===== config.mk =====
export PLATFORM = sky130hd
export DESIGN_NAME = multi_digit_display_flat
export DESIGN_NICKNAME = d
export VERILOG_FILES = /design/src/rtl/multi_digit_display_if.sv /design/src/rtl/multi_digit_display.sv /design/src/flat_wrapper.sv
export SDC_FILE = /design/constraint.sdc
export NUM_CORES = 1
export LEC_CHECK = 0
export ABC_CLOCK_PERIOD_IN_PS = 4300
export CORE_MARGIN = 1
export CORE_UTILIZATION = 55
export DETAILED_ROUTE_END_ITERATION = 8
export DONT_BUFFER_PORTS = 1
export PLACE_DENSITY = 0.74
export SYNTH_ARGS = -nofsm -noshare
export SYNTH_HDL_FRONTEND = slang
export SYNTH_SLANG_ARGS = --single-unit

===== constraint.sdc =====
create_clock -name clk -period 4.3 [get_ports clk]
set_input_delay 1.29 -clock clk [delete_from_list [all_inputs] [get_ports clk]]
set_output_delay 1.29 -clock clk [all_outputs]
set_load 0.05 [all_outputs]

===== src/rtl/multi_digit_display_if.sv =====
// ---------------------------------------------------------------------------
// multi_digit_display_if
//   Bundle between display-value logic and the multiplexed seven-segment
//   driver.
//
//   Data towards the driver (master drives, slave samples):
//     value       4*NUM_DIGITS  hex nibbles. Digit i is value[4i+3:4i].
//                               Digit 0 is the rightmost digit.
//     dp          NUM_DIGITS    decimal point per digit
//     blank       NUM_DIGITS    force digit dark
//     blink       NUM_DIGITS    digit dark during the blink-off phase
//     lz_suppress 1             enable leading-zero suppression
//     brightness  BRIGHT_W      duty level. All-ones means full brightness.
//
//   Pin-level outputs of the driver (slave drives, master observes):
//     seg         7             {a,b,c,d,e,f,g}
//     seg_dp      1             decimal-point segment
//     digit_en    NUM_DIGITS    digit enables
//     frame_tick  1             one-cycle pulse at frame start
// ---------------------------------------------------------------------------
interface multi_digit_display_if #(
    parameter int NUM_DIGITS = 8,
    parameter int BRIGHT_W   = 3
);
    logic [4*NUM_DIGITS-1:0] value;
    logic [NUM_DIGITS-1:0]   dp;
    logic [NUM_DIGITS-1:0]   blank;
    logic [NUM_DIGITS-1:0]   blink;
    logic                    lz_suppress;
    logic [BRIGHT_W-1:0]     brightness;

    logic [6:0]              seg;
    logic                    seg_dp;
    logic [NUM_DIGITS-1:0]   digit_en;
    logic                    frame_tick;

    modport master (
        output value, dp, blank, blink, lz_suppress, brightness,
        input  seg, seg_dp, digit_en, frame_tick
    );

    modport slave (
        input  value, dp, blank, blink, lz_suppress, brightness,
        output seg, seg_dp, digit_en, frame_tick
    );
endinterface


===== src/rtl/multi_digit_display.sv =====
// ---------------------------------------------------------------------------
// multi_digit_display
//   Parametrised N-digit multiplexed seven-segment driver. It provides:
//     - hex decode
//     - per-digit decimal point, blank and blink
//     - leading-zero suppression
//     - PWM brightness
//   Display inputs are captured into shadow registers once per frame. A value
//   that changes mid-frame therefore never shows partly old and partly new.
//
//   Ports:
//     clk    system clock
//     rst_n  asynchronous active-low reset. Outputs go inactive at once.
//     disp   slave side of multi_digit_display_if (data in, pins out)
// ---------------------------------------------------------------------------
module multi_digit_display #(
    parameter int NUM_DIGITS      = 8,
    parameter int CLK_FREQ        = 50_000_000,
    parameter int REFRESH_HZ      = 100,
    parameter int BRIGHT_W        = 3,
    parameter int BLINK_HZ        = 2,
    parameter int SEG_ACTIVE_HIGH = 1,
    parameter int EN_ACTIVE_LOW   = 1
) (
    input  logic                clk,
    input  logic                rst_n,
    multi_digit_display_if.slave disp
);
    localparam int SCAN_CNT_MAX  = CLK_FREQ / (REFRESH_HZ * NUM_DIGITS);
    localparam int CNT_W         = (SCAN_CNT_MAX > 2) ? $clog2(SCAN_CNT_MAX) : 1;
    localparam int IDX_W         = $clog2(NUM_DIGITS);
    localparam int BLINK_DIV_RAW = REFRESH_HZ / (2 * BLINK_HZ);
    localparam int BLINK_DIV     = (BLINK_DIV_RAW < 1) ? 1 : BLINK_DIV_RAW;
    localparam int BLINK_W       = (BLINK_DIV > 1) ? $clog2(BLINK_DIV) : 1;
    // Holds (bright+1)*SCAN_CNT_MAX without overflow.
    localparam int PROD_W        = BRIGHT_W + CNT_W + 2;

    if (SCAN_CNT_MAX < (1 << BRIGHT_W)) begin : g_bad_scan_cfg
        $error("multi_digit_display: SCAN_CNT_MAX below 2**BRIGHT_W");
    end
    if (NUM_DIGITS < 2 || NUM_DIGITS > 16) begin : g_bad_digit_cfg
        $error("multi_digit_display: NUM_DIGITS must be 2..16");
    end

    function automatic logic [6:0] decode(input logic [3:0] nib);
        logic [6:0] s;
        unique case (nib)
            4'h0: s = 7'b1111110;
            4'h1: s = 7'b0110000;
            4'h2: s = 7'b1101101;
            4'h3: s = 7'b1111001;
            4'h4: s = 7'b0110011;
            4'h5: s = 7'b1011011;
            4'h6: s = 7'b1011111;
            4'h7: s = 7'b1110000;
            4'h8: s = 7'b1111111;
            4'h9: s = 7'b1111011;
            4'hA: s = 7'b1110111;
            4'hB: s = 7'b0011111;
            4'hC: s = 7'b1001110;
            4'hD: s = 7'b0111101;
            4'hE: s = 7'b1001111;
            4'hF: s = 7'b1000111;
        endcase
        return s;
    endfunction

    // ------------------------------------------------------------------
    // State
    // ------------------------------------------------------------------
    logic [CNT_W-1:0]                scan_cnt_q,  scan_cnt_d;
    logic [IDX_W-1:0]                digit_idx_q, digit_idx_d;
    logic [BRIGHT_W-1:0]             bright_q,    bright_d;
    logic [BLINK_W-1:0]              blink_cnt_q, blink_cnt_d;
    logic                            blink_on_q,  blink_on_d;
    logic [NUM_DIGITS-1:0][3:0]      nib_sh_q,    nib_sh_d;
    logic [NUM_DIGITS-1:0]           dp_sh_q,     dp_sh_d;
    logic [NUM_DIGITS-1:0]           blank_sh_q,  blank_sh_d;
    logic [NUM_DIGITS-1:0]           blink_sh_q,  blink_sh_d;
    // Output registers hold the logical (active-high) form of the outputs.
    logic [6:0]                      seg_q,       seg_d;
    logic                            seg_dp_q,    seg_dp_d;
    logic [NUM_DIGITS-1:0]           en_q,        en_d;
    logic                            frame_tick_q, frame_tick_d;

    logic                  scan_wrap;
    logic                  frame_wrap;
    logic [PROD_W-1:0]     on_cycles;
    logic [NUM_DIGITS-1:0] suppress;
    logic                  zero_run;
    logic                  dark;

    assign scan_wrap  = (scan_cnt_q == CNT_W'(SCAN_CNT_MAX - 1));
    assign frame_wrap = scan_wrap && (digit_idx_q == IDX_W'(NUM_DIGITS - 1));
    assign on_cycles  = (PROD_W'({1'b0, bright_q} + 1'b1) * PROD_W'(SCAN_CNT_MAX)) >> BRIGHT_W;

    // Leading-zero suppression. Walk from the most significant digit down.
    // The run of suppressible digits ends at the first non-zero nibble or
    // set decimal point. Digit 0 always stays visible.
    always_comb begin
        // NOTE: zero_run is a loop-carried temporary, so it is assigned with
        // blocking '=' here. State registers use '<=' only, in always_ff.
        zero_run = disp.lz_suppress;
        suppress = '0;
        for (int i = NUM_DIGITS - 1; i >= 0; i--) begin
            zero_run    = zero_run && (nib_sh_q[i] == 4'h0) && !dp_sh_q[i];
            suppress[i] = (i != 0) && zero_run;
        end
    end

    // Next-state and output decisions.
    always_comb begin
        // NOTE: every target gets a default first, so no path leaves one
        // unassigned and no latch is inferred.
        scan_cnt_d   = scan_wrap ? '0 : scan_cnt_q + 1'b1;
        digit_idx_d  = digit_idx_q;
        bright_d     = bright_q;
        blink_cnt_d  = blink_cnt_q;
        blink_on_d   = blink_on_q;
        nib_sh_d     = nib_sh_q;
        dp_sh_d      = dp_sh_q;
        blank_sh_d   = blank_sh_q;
        blink_sh_d   = blink_sh_q;
        frame_tick_d = frame_wrap;

        if (scan_wrap) begin
            digit_idx_d = frame_wrap ? '0 : digit_idx_q + 1'b1;
            bright_d    = disp.brightness;
        end

        if (frame_wrap) begin
            nib_sh_d   = disp.value;
            dp_sh_d    = disp.dp;
            blank_sh_d = disp.blank;
            blink_sh_d = disp.blink;
            if (blink_cnt_q == BLINK_W'(BLINK_DIV - 1)) begin
                blink_cnt_d = '0;
                blink_on_d  = !blink_on_q;
            end else begin
                blink_cnt_d = blink_cnt_q + 1'b1;
            end
        end

        dark = blank_sh_q[digit_idx_q]
            || (blink_sh_q[digit_idx_q] && !blink_on_q)
            || suppress[digit_idx_q]
            || (PROD_W'(scan_cnt_q) >= on_cycles);

        seg_d    = '0;
        seg_dp_d = 1'b0;
        en_d     = '0;
        if (!dark) begin
            seg_d    = decode(nib_sh_q[digit_idx_q]);
            seg_dp_d = dp_sh_q[digit_idx_q];
            en_d     = NUM_DIGITS'(1) << digit_idx_q;
        end
    end

    always_ff @(posedge clk or negedge rst_n) begin
        if (!rst_n) begin
            scan_cnt_q   <= '0;
            digit_idx_q  <= '0;
            bright_q     <= '0;
            blink_cnt_q  <= '0;
            blink_on_q   <= 1'b1;
            // NOTE: the shadow registers are reset as well. The first frame
            // then shows defined zeros instead of power-up garbage.
            nib_sh_q     <= '0;
            dp_sh_q      <= '0;
            blank_sh_q   <= '0;
            blink_sh_q   <= '0;
            seg_q        <= '0;
            seg_dp_q     <= 1'b0;
            en_q         <= '0;
            frame_tick_q <= 1'b0;
        end else begin
            scan_cnt_q   <= scan_cnt_d;
            digit_idx_q  <= digit_idx_d;
            bright_q     <= bright_d;
            blink_cnt_q  <= blink_cnt_d;
            blink_on_q   <= blink_on_d;
            nib_sh_q     <= nib_sh_d;
            dp_sh_q      <= dp_sh_d;
            blank_sh_q   <= blank_sh_d;
            blink_sh_q   <= blink_sh_d;
            seg_q        <= seg_d;
            seg_dp_q     <= seg_dp_d;
            en_q         <= en_d;
            frame_tick_q <= frame_tick_d;
        end
    end

    // Board polarity is a pure inversion after the flops. The reset value of
    // each flop therefore reaches the pins as the inactive level.
    assign disp.seg        = seg_q ^ {7{SEG_ACTIVE_HIGH == 0}};
    assign disp.seg_dp     = seg_dp_q ^ (SEG_ACTIVE_HIGH == 0);
    assign disp.digit_en   = en_q ^ {NUM_DIGITS{EN_ACTIVE_LOW != 0}};
    assign disp.frame_tick = frame_tick_q;

endmodule


===== src/flat_wrapper.sv =====
// flat-port wrapper written by rule: the top's interface ports become plain ports
module multi_digit_display_flat 
#(
    parameter int NUM_DIGITS      = 8,
    parameter int CLK_FREQ        = 50_000_000,
    parameter int REFRESH_HZ      = 100,
    parameter int BRIGHT_W        = 3,
    parameter int BLINK_HZ        = 2,
    parameter int SEG_ACTIVE_HIGH = 1,
    parameter int EN_ACTIVE_LOW   = 1
)
  (clk, rst_n, disp_value, disp_dp, disp_blank, disp_blink, disp_lz_suppress, disp_brightness, disp_seg, disp_seg_dp, disp_digit_en, disp_frame_tick);
  multi_digit_display_if #(.NUM_DIGITS(NUM_DIGITS), .BRIGHT_W(BRIGHT_W)) disp_i ();
  input  logic clk;
  input  logic rst_n;
  input wire logic [$bits(disp_i.value)-1:0] disp_value;
  input wire logic [$bits(disp_i.dp)-1:0] disp_dp;
  input wire logic [$bits(disp_i.blank)-1:0] disp_blank;
  input wire logic [$bits(disp_i.blink)-1:0] disp_blink;
  input wire logic [$bits(disp_i.lz_suppress)-1:0] disp_lz_suppress;
  input wire logic [$bits(disp_i.brightness)-1:0] disp_brightness;
  output wire logic [$bits(disp_i.seg)-1:0] disp_seg;
  output wire logic [$bits(disp_i.seg_dp)-1:0] disp_seg_dp;
  output wire logic [$bits(disp_i.digit_en)-1:0] disp_digit_en;
  output wire logic [$bits(disp_i.frame_tick)-1:0] disp_frame_tick;
  assign disp_i.value = disp_value;
  assign disp_i.dp = disp_dp;
  assign disp_i.blank = disp_blank;
  assign disp_i.blink = disp_blink;
  assign disp_i.lz_suppress = disp_lz_suppress;
  assign disp_i.brightness = disp_brightness;
  assign disp_seg = disp_i.seg;
  assign disp_seg_dp = disp_i.seg_dp;
  assign disp_digit_en = disp_i.digit_en;
  assign disp_frame_tick = disp_i.frame_tick;
  multi_digit_display #(.NUM_DIGITS(NUM_DIGITS), .CLK_FREQ(CLK_FREQ), .REFRESH_HZ(REFRESH_HZ), .BRIGHT_W(BRIGHT_W), .BLINK_HZ(BLINK_HZ), .SEG_ACTIVE_HIGH(SEG_ACTIVE_HIGH), .EN_ACTIVE_LOW(EN_ACTIVE_LOW)) u_core (.clk(clk), .rst_n(rst_n), .disp(disp_i));
endmodule

==> metrics.csv, run 1 <==
metric;value;unit
share of layout cells above drive strength 1;13.2;%
Max VDD drop;0.000225;V
die height;103;um
die footprint;0.0107;mm2
Max clock buf depth;2;
Worst Path Arrival;4.51;ns
starting density of the core;57.2;%
Area after DPL;0.00581;mm2
RD Place Congestion;0.847;
ANT cells;0;
Layout Nets;710;
initial antenna violation count;0;
Setup WS post-layout;0.0595;ns
clock-pin slew on the worst setup and hold paths;0.10;ns
wire per inst;16.3;um
final setup TNS;0;ns
first-pass GRT wire length;19.7;mm
port bufs;0;
post-route antenna net violation count;0;
H-tree Lvls;3;
PwrDens;261;mW/mm2
synthesized cell area;0.00565;mm2
sequential area share after synthesis;44.8;%
CTS Sinks;101;
drt pass-1 iters;4;
register area;0.00253;mm2
dpl ws;-0.163;ns
floorplan row count;36;
Skew-Pair Late Insertion Delay;0.38;ns
Tot GR Track Use;24.4;%
syn_nets;706;
M1 wire length;5.60;mm
die width;103;um
Post-Route Skew;0.0135;ns
crit share post-route;98.6;%
commonest non-fill, non-tap cell in the layout;nand2_1;
Filler Cells Inserted;840;
CTS root buf;clkbuf_8;
hpwl dp;8.57;mm
actual slew at the worst max-slew pin;1.07;ns
top_reg_cell synth;dfrtp_1;
FF+latch count, synth;101;
count of hold-fix buffers inserted at cts;0;
Max-slew headroom;26.6;%
layout overhead on the synthesized area;10.9;%
DRC;0;
I/O pin count;79;
largest net degree at the start of global routing;102;
worst min path class;reg -> reg;
vias in the first global route;4080;
Finished Cell Area;0.00626;mm2
First DRT Iteration DRCs;187;
Worst EP required;4.57;ns
post-DR vias/cell;5.63;
Util after Layout;63.5;%
most frequent cells in the layout;198 x nand2_1, 99 x dfrtp_1, 37 x ha_1;
Post-Route WL;12.1;mm
max cap viols;0;
core region area;0.00986;mm2
Synth cell types;58;
register-to-register setup slack;0.06;ns
total gr overflow;0;
Final setup viols;0;
yosys warns;0;
kind of critical path;reg -> reg;
area of the multi-input gates;0.00304;mm2
EDFF count, synth;0;
crit-path max FO;16;
CTS tree;yes;
Syn Area/Cell;9.42;um2
uppermost layer routed;met4;
met3 wire length;594;um
Max Clk Rate;236;MHz
outcome;finished, final reports clean;
ys async rst share;100;%
via count;4169;
total CTS buffers;9;
crit end category;flop;
Hold Fails Final Rpt;0;
metal2 WL;5.70;mm
min Tclk post-route;4.24;ns
overall power;1640;uW
Syn Inst Count;599;
P_leak;0.00277;uW
Startpoint Class;flop;
Slew Viols, Final;0;
==> what timing repair did <==
action | in CTS | in global routing
gates resized for setup | 11 | 18
buffers inserted | 3 | 5
pin swaps | 3 | 13
endpoints found under the setup margin | 16 | 16
==> metal layers <==
metal	GRT usage [%]	up-vias
met5	0	-
met4	6.28	0
met3	5.58	16
met2	39.9	112
met1	33.2	2025
li1	-	2016
==> flip-flops by register name (all words and copies together) (netlist names) <==
register	cells
u_core.blank_sh_q	8
u_core.blink_cnt_q	5
u_core.blink_on_q	1
u_core.blink_sh_q	8
u_core.bright_q	3
u_core.digit_idx_q	3
u_core.disp.frame_tick	1
u_core.disp.seg	7
u_core.disp.seg_dp	1
u_core.dp_sh_q	8
u_core.en_q	8
u_core.nib_sh_q	32
u_core.scan_cnt_q	16
==> cells in the mapped netlist (3+ instances only) <==
cell | n | share of area [%]
clkbuf_1 | 14 | 0.93
mux4_2 | 14 | 5.6
and3_1 | 4 | 0.44
nor2_1 | 19 | 1.3
buf_2 | 7 | 0.62
and2_1 | 3 | 0.33
dfrtp_1 | 100 | 44
o211ai_1 | 3 | 0.40
xnor2_1 | 11 | 1.7
o21ai_0 | 20 | 1.8
a21o_1 | 5 | 0.66
ha_1 | 42 | 9.3
nor3b_1 | 3 | 0.40
nor4b_1 | 4 | 0.62
nand3b_1 | 4 | 0.53
nand3_1 | 11 | 0.98
xor2_1 | 11 | 1.7
nand4_1 | 3 | 0.33
nor3_1 | 16 | 1.4
a21oi_1 | 14 | 1.2
fa_1 | 3 | 1.1
inv_1 | 34 | 2.3
nor4_1 | 4 | 0.44
or4_1 | 3 | 0.40
mux2i_1 | 6 | 1.1
nand2_1 | 198 | 13
==> critical path, cell delays in order (launching register included) <==
cell and delay (ns):
dfrtp_1 0.43, buf_4 0.15, a21bo_2 0.22, xnor2_2 0.15
ha_2 0.33, inv_1 0.06, fa_1 0.52, inv_1 0.08
ha_4 0.27, nand2_1 0.07, o21ai_2 0.16, a22oi_2 0.08
xor2_1 0.16, ha_1 0.31, a21o_1 0.19, a2111o_1 0.30
a21oi_2 0.17, nor4_4 0.06, buf_12 0.16, nor4b_2 0.26
==> kinds of logic (layout without fill, tap and decap cells) <==
family / Yosys count / after routing / synth area share [%]
compound gates: 64 / 64 / 7.45
other cells: 1 / 1 / 0.0664
xor+xnor: 22 / 22 / 3.41
mux: 22 / 22 / 7.25
flops: 101 / 101 / 44.8
buf+inv: 61 / 70 / 4.41
simple gates: 283 / 283 / 22.3
fa+ha+maj: 45 / 45 / 10.4
==> power by group <==
group	internal [uW]	switching, uW	total (uW)	leakage (uW)
clock	341	346	686	0.000115
sequential	949	0	949	0.00108
combinational	1.34	1.01	2.36	0.00157
==> final timing paths <==
path                                       from                    to  cells after the start
min reg2reg                u_core.blink_sh_q[0]  u_core.blink_sh_q[0]                      2
max                          u_core.bright_q[0]        u_core.en_q[2]                     19
max in group asynchronous                 rst_n     u_core.blink_on_q                      0
max reg2reg                  u_core.bright_q[0]        u_core.en_q[2]                     19
min in group asynchronous                 rst_n  u_core.blank_sh_q[2]                      0
min                        u_core.blink_sh_q[0]  u_core.blink_sh_q[0]                      2
==> final cells by class <==
class,count,share of cell area (%)
timing repair buffer,18,2.56
sequential,101,40.4
clock inverter,6,1.60
multi-input combinational,437,48.6
inverter,36,2.16
clock buffer,10,2.04
tap,133,2.66
==> through the flow <==
stage / hold slack, ns / cells
after floorplan: 0.440 / 599
after global placement: 0.454 / 721
after detailed placement: 0.462 / 721
after CTS: 0.487 / 739
after global routing: 0.508 / 741
final: 0.483 / 741
(Power assumes the default switching activity.)
==> run 2, diff against run 1 <==
- ABC_AREA: default -> 1
==> metrics.csv, run 2 <==
metric;value;unit;change
Post-Route WL;13.2;mm;was 12.1 mm
post-synth top area cell;dfrtp_1;;unchanged
unrepaired setup endpoints after global routing;no;;
Slew Viols, Final;0;;unchanged
floorplan row count;37;;was 36
Filler Cells Inserted;967;;was 840
post-route antenna net violation count;0;;unchanged
Worst EP required;4.59;ns;was 4.57 ns
crit-path max cell delay;0.50;ns;was 0.52 ns
crit end category;flop;;unchanged
crit share post-route;93.1;%;was 98.6%
WHS Endpoint;u_core.blank_sh_q[5];;was u_core.blink_sh_q[0]
grt peak-use layer;met2;;unchanged
most frequent cells in the layout;265 x nand2_1, 99 x dfrtp_1, 79 x inv_1;;was 198 x nand2_1, 99 x dfrtp_1, 37 x ha_1
P_leak;0.00307;uW;was 0.00277 uW
Largest register FFs;32;;unchanged
via count;4930;;was 4,169
port bufs;0;;unchanged
initial antenna violation count;0;;unchanged
yosys warns;0;;unchanged
die width;107;um;was 103 um
Startpoint Class;flop;;unchanged
HP Start;u_core.blank_sh_q[5];;was u_core.blink_sh_q[0]
Post-Route Skew;0.0150;ns;was 0.0135 ns
first-pass GRT wire length;22.0;mm;was 19.7 mm
commonest non-fill, non-tap cell in the layout;nand2_1;;unchanged
Worst Path Arrival;4.29;ns;was 4.51 ns
Finished Cell Area;0.00632;mm2;was 0.00626 mm2
outcome;finished, final reports clean;;unchanged
actual slew at the worst max-slew pin;0.823;ns;was 1.07 ns
Max VDD drop;0.000188;V;was 0.000225 V
drt pass-1 iters;7;;was 4
clock-pin slew on the worst setup and hold paths;0.10;ns;about the same
H-tree Lvls;3;;unchanged
Hold Fails Final Rpt;0;;unchanged
non-filler cells, final;906;;was 741
DRC;0;;unchanged
dpl cells;887;;was 721
GR Util met2;39.1;%;was 39.9%
Worst Reg-to-Reg Cells;24;;was 19
Setup WS post-layout;0.296;ns;was 0.0595 ns
dpl ws;0.178;ns;was -0.163 ns
worst min path class;reg -> reg;;unchanged
wire per inst;14.6;um;was 16.3 um
CP most frequent cell;nand2_1;;was inv_1
CTS tree;yes;;unchanged
post-synth top area share;41.6;%;was 44.3%
synthesized cell area;0.00601;mm2;was 0.00565 mm2
I/O pin count;79;;unchanged
top cells by count, synth;265 x nand2_1, 100 x dfrtp_1, 79 x inv_1;;was 198 x nand2_1, 100 x dfrtp_1, 42 x ha_1
count of hold-fix buffers inserted at cts;0;;unchanged
Syn Area/Cell;7.76;um2;was 9.42 um2
post-DR vias/cell;5.44;;was 5.63
Slowest-stage cell, CP;fa_1;;unchanged
GR met3 Demand/Resource;4.29;%;was 5.58%
Max clock buf depth;2;;unchanged
starting density of the core;57.4;%;was 57.2%
M1 GR Usage;34.6;%;was 33.2%
largest net degree at the start of global routing;102;;unchanged
die height;107;um;was 103 um
Max-slew headroom;45.1;%;was 26.6%
total CTS buffers;9;;unchanged
min Tclk post-route;4.00;ns;was 4.24 ns
Syn Inst Count;774;;was 599
Final setup viols;0;;unchanged
ys async rst share;100;%;unchanged
syn_nets;881;;was 706
Skew-Pair Late Insertion Delay;0.37;ns;was 0.38 ns
crit-path max FO;8;;was 16
CTS Sinks;101;;unchanged
layout overhead on the synthesized area;5.16;%;was 10.9%
FF+latch count, synth;101;;unchanged
die footprint;0.0113;mm2;was 0.0107 mm2
Area after DPL;0.00602;mm2;was 0.00581 mm2
R2R Path End;u_core.en_q[0];;was u_core.en_q[2]
most common cell in the netlist;nand2_1;;unchanged
Layout Nets;872;;was 710
Synth area leaders;dfrtp_1 42%, nand2_1 17%, ha_1 8.7%;;was dfrtp_1 44%, nand2_1 13%, ha_1 9.3%
Max Clk Rate;250;MHz;was 236 MHz
ANT cells;0;;unchanged
final setup TNS;0;ns;unchanged
Critical R2R Launch;u_core.bright_q[1];;was u_core.bright_q[0]
vias in the first global route;4636;;was 4,080
Tot GR Track Use;24.6;%;was 24.4%
register-to-register setup slack;0.30;ns;was 0.06 ns
hpwl dp;9.55;mm;was 8.57 mm
worst hold stages;2;;unchanged
Synth cell types;47;;was 58
First DRT Iteration DRCs;299;;was 187
PwrDens;259;mW/mm2;was 261 mW/mm2
EDFF count, synth;0;;unchanged
core region area;0.0105;mm2;was 0.00986 mm2
CTS root buf;clkbuf_8;;unchanged
total gr overflow;0;;unchanged
max cap viols;0;;unchanged
share of layout cells above drive strength 1;7.92;%;was 13.2%
top_reg_cell synth;dfrtp_1;;unchanged
Regs by FF count;u_core.nib_sh_q x32, u_core.scan_cnt_q x16;;unchanged
kind of critical path;reg -> reg;;unchanged
Largest Register;u_core.nib_sh_q;;unchanged
sequential area share after synthesis;42.1;%;was 44.8%
crit path cell chain;ha_1 -> inv_1 -> nand2_1 -> nand2_4 -> nand2_1 -> and2_2 -> ha_1 -> inv_1 -> fa_1 -> inv_1 -> ha_4 -> a21oi_1 -> nand2_1 -> nand2_1 -> nand2_1 -> nand2_2 -> nand2_2 -> xnor2_1 -> ha_1 -> a21oi_1 -> nand2_1 -> nand3_4 -> nand2_8 -> nor2_1;;was buf_4 -> a21bo_2 -> xnor2_2 -> ha_2 -> inv_1 -> fa_1 -> inv_1 -> ha_4 -> nand2_1 -> o21ai_2 -> a22oi_2 -> xor2_1 -> ha_1 -> a21o_1 -> a2111o_1 -> a21oi_2 -> nor4_4 -> buf_12 -> nor4b_2
RD Place Congestion;0.930;;was 0.847
## run 2: cell types whose count changed in the layout (fill, tap and decap cells not counted), moves of 8 or more
cell,delta
o21ai_0,+25
nand3_1,+25
nand2_1,+67
nand4_1,+8
buf_4,-11
a21oi_1,+9
mux4_2,-14
inv_1,+47
nor2_1,+40
nor2_2,+10
## run 2: per-layer routing
metal | share of wire, % | vias up
li1 | - | 2434
met4 | 1.1 | 0
met5 | 0 | -
met3 | 6.5 | 13
met1 | 46 | 2308
met2 | 46 | 175
## run 2: repair_timing
action / in CTS / in global routing
endpoints found under the setup margin: 0 / 16
gates resized for setup: 0 / 6
buffers inserted: 0 / 2
## run 2: cells by family after synthesis
family	after synthesis	synth area share (%)
simple gates	419	30.0
compound gates	84	7.79
fa+ha+maj	45	9.74
xor+xnor	13	1.89
other cells	1	0.0624
flops	101	42.1
buf+inv	111	8.47
## run 2: critical path: cells and delay by family, from the launching register on
family	cells	cell delay (ns)
AOI/OAI and AO/OA	2	0.31
xor gates and xnor gates	1	0.13
adders and majority gates	5	1.55
buffers and inverters	3	0.22
DFF	1	0.44
and+or+nand+nor	13	1.27
## run 2: final cells by class
| class | instances | area (um2) | share of cell area (%) |
|---|---|---|---|
| Multi-Input combinational cell | 563 | 3030 | 48.0 |
| Sequential cell | 101 | 2530 | 40.0 |
| Inverter | 85 | 324 | 5.13 |
| Tap cell | 136 | 170 | 2.69 |
| Clock buffer | 9 | 124 | 1.96 |
| Clock inverter | 7 | 104 | 1.64 |
| Timing Repair Buffer | 5 | 37.5 | 0.594 |
## run 2: worst max-delay path by stage
stage,from,endpoint,slack (ns),cells past startpoint
floorplan,u_core.bright_q[0],u_core.disp.seg[4],0.41,27
global placement,u_core.bright_q[1],u_core.disp.seg_dp,0.38,26
detailed placement,u_core.bright_q[1],u_core.en_q[0],0.18,26
CTS,u_core.bright_q[1],u_core.en_q[0],0.14,26
global route,u_core.bright_q[1],u_core.en_q[0],0.06,26
finish,u_core.bright_q[1],u_core.en_q[0],0.30,24
## run 2: metrics by stage
stage	utilization (%)	hold WS, ns	power (uW)
floorplan	-	0.434	969
global placement	57.6	0.454	970
detailed placement	57.6	0.458	970
CTS	59.7	0.481	1650
global route	60.4	0.500	1690
finish	60.4	0.478	1640
## run 2: power by group
part / internal, uW / switching, uW / leakage, uW
registers: 949 / 0 / 0.00108
clock network: 336 / 352 / 0.000108
logic: 0.565 / 1.16 / 0.00188
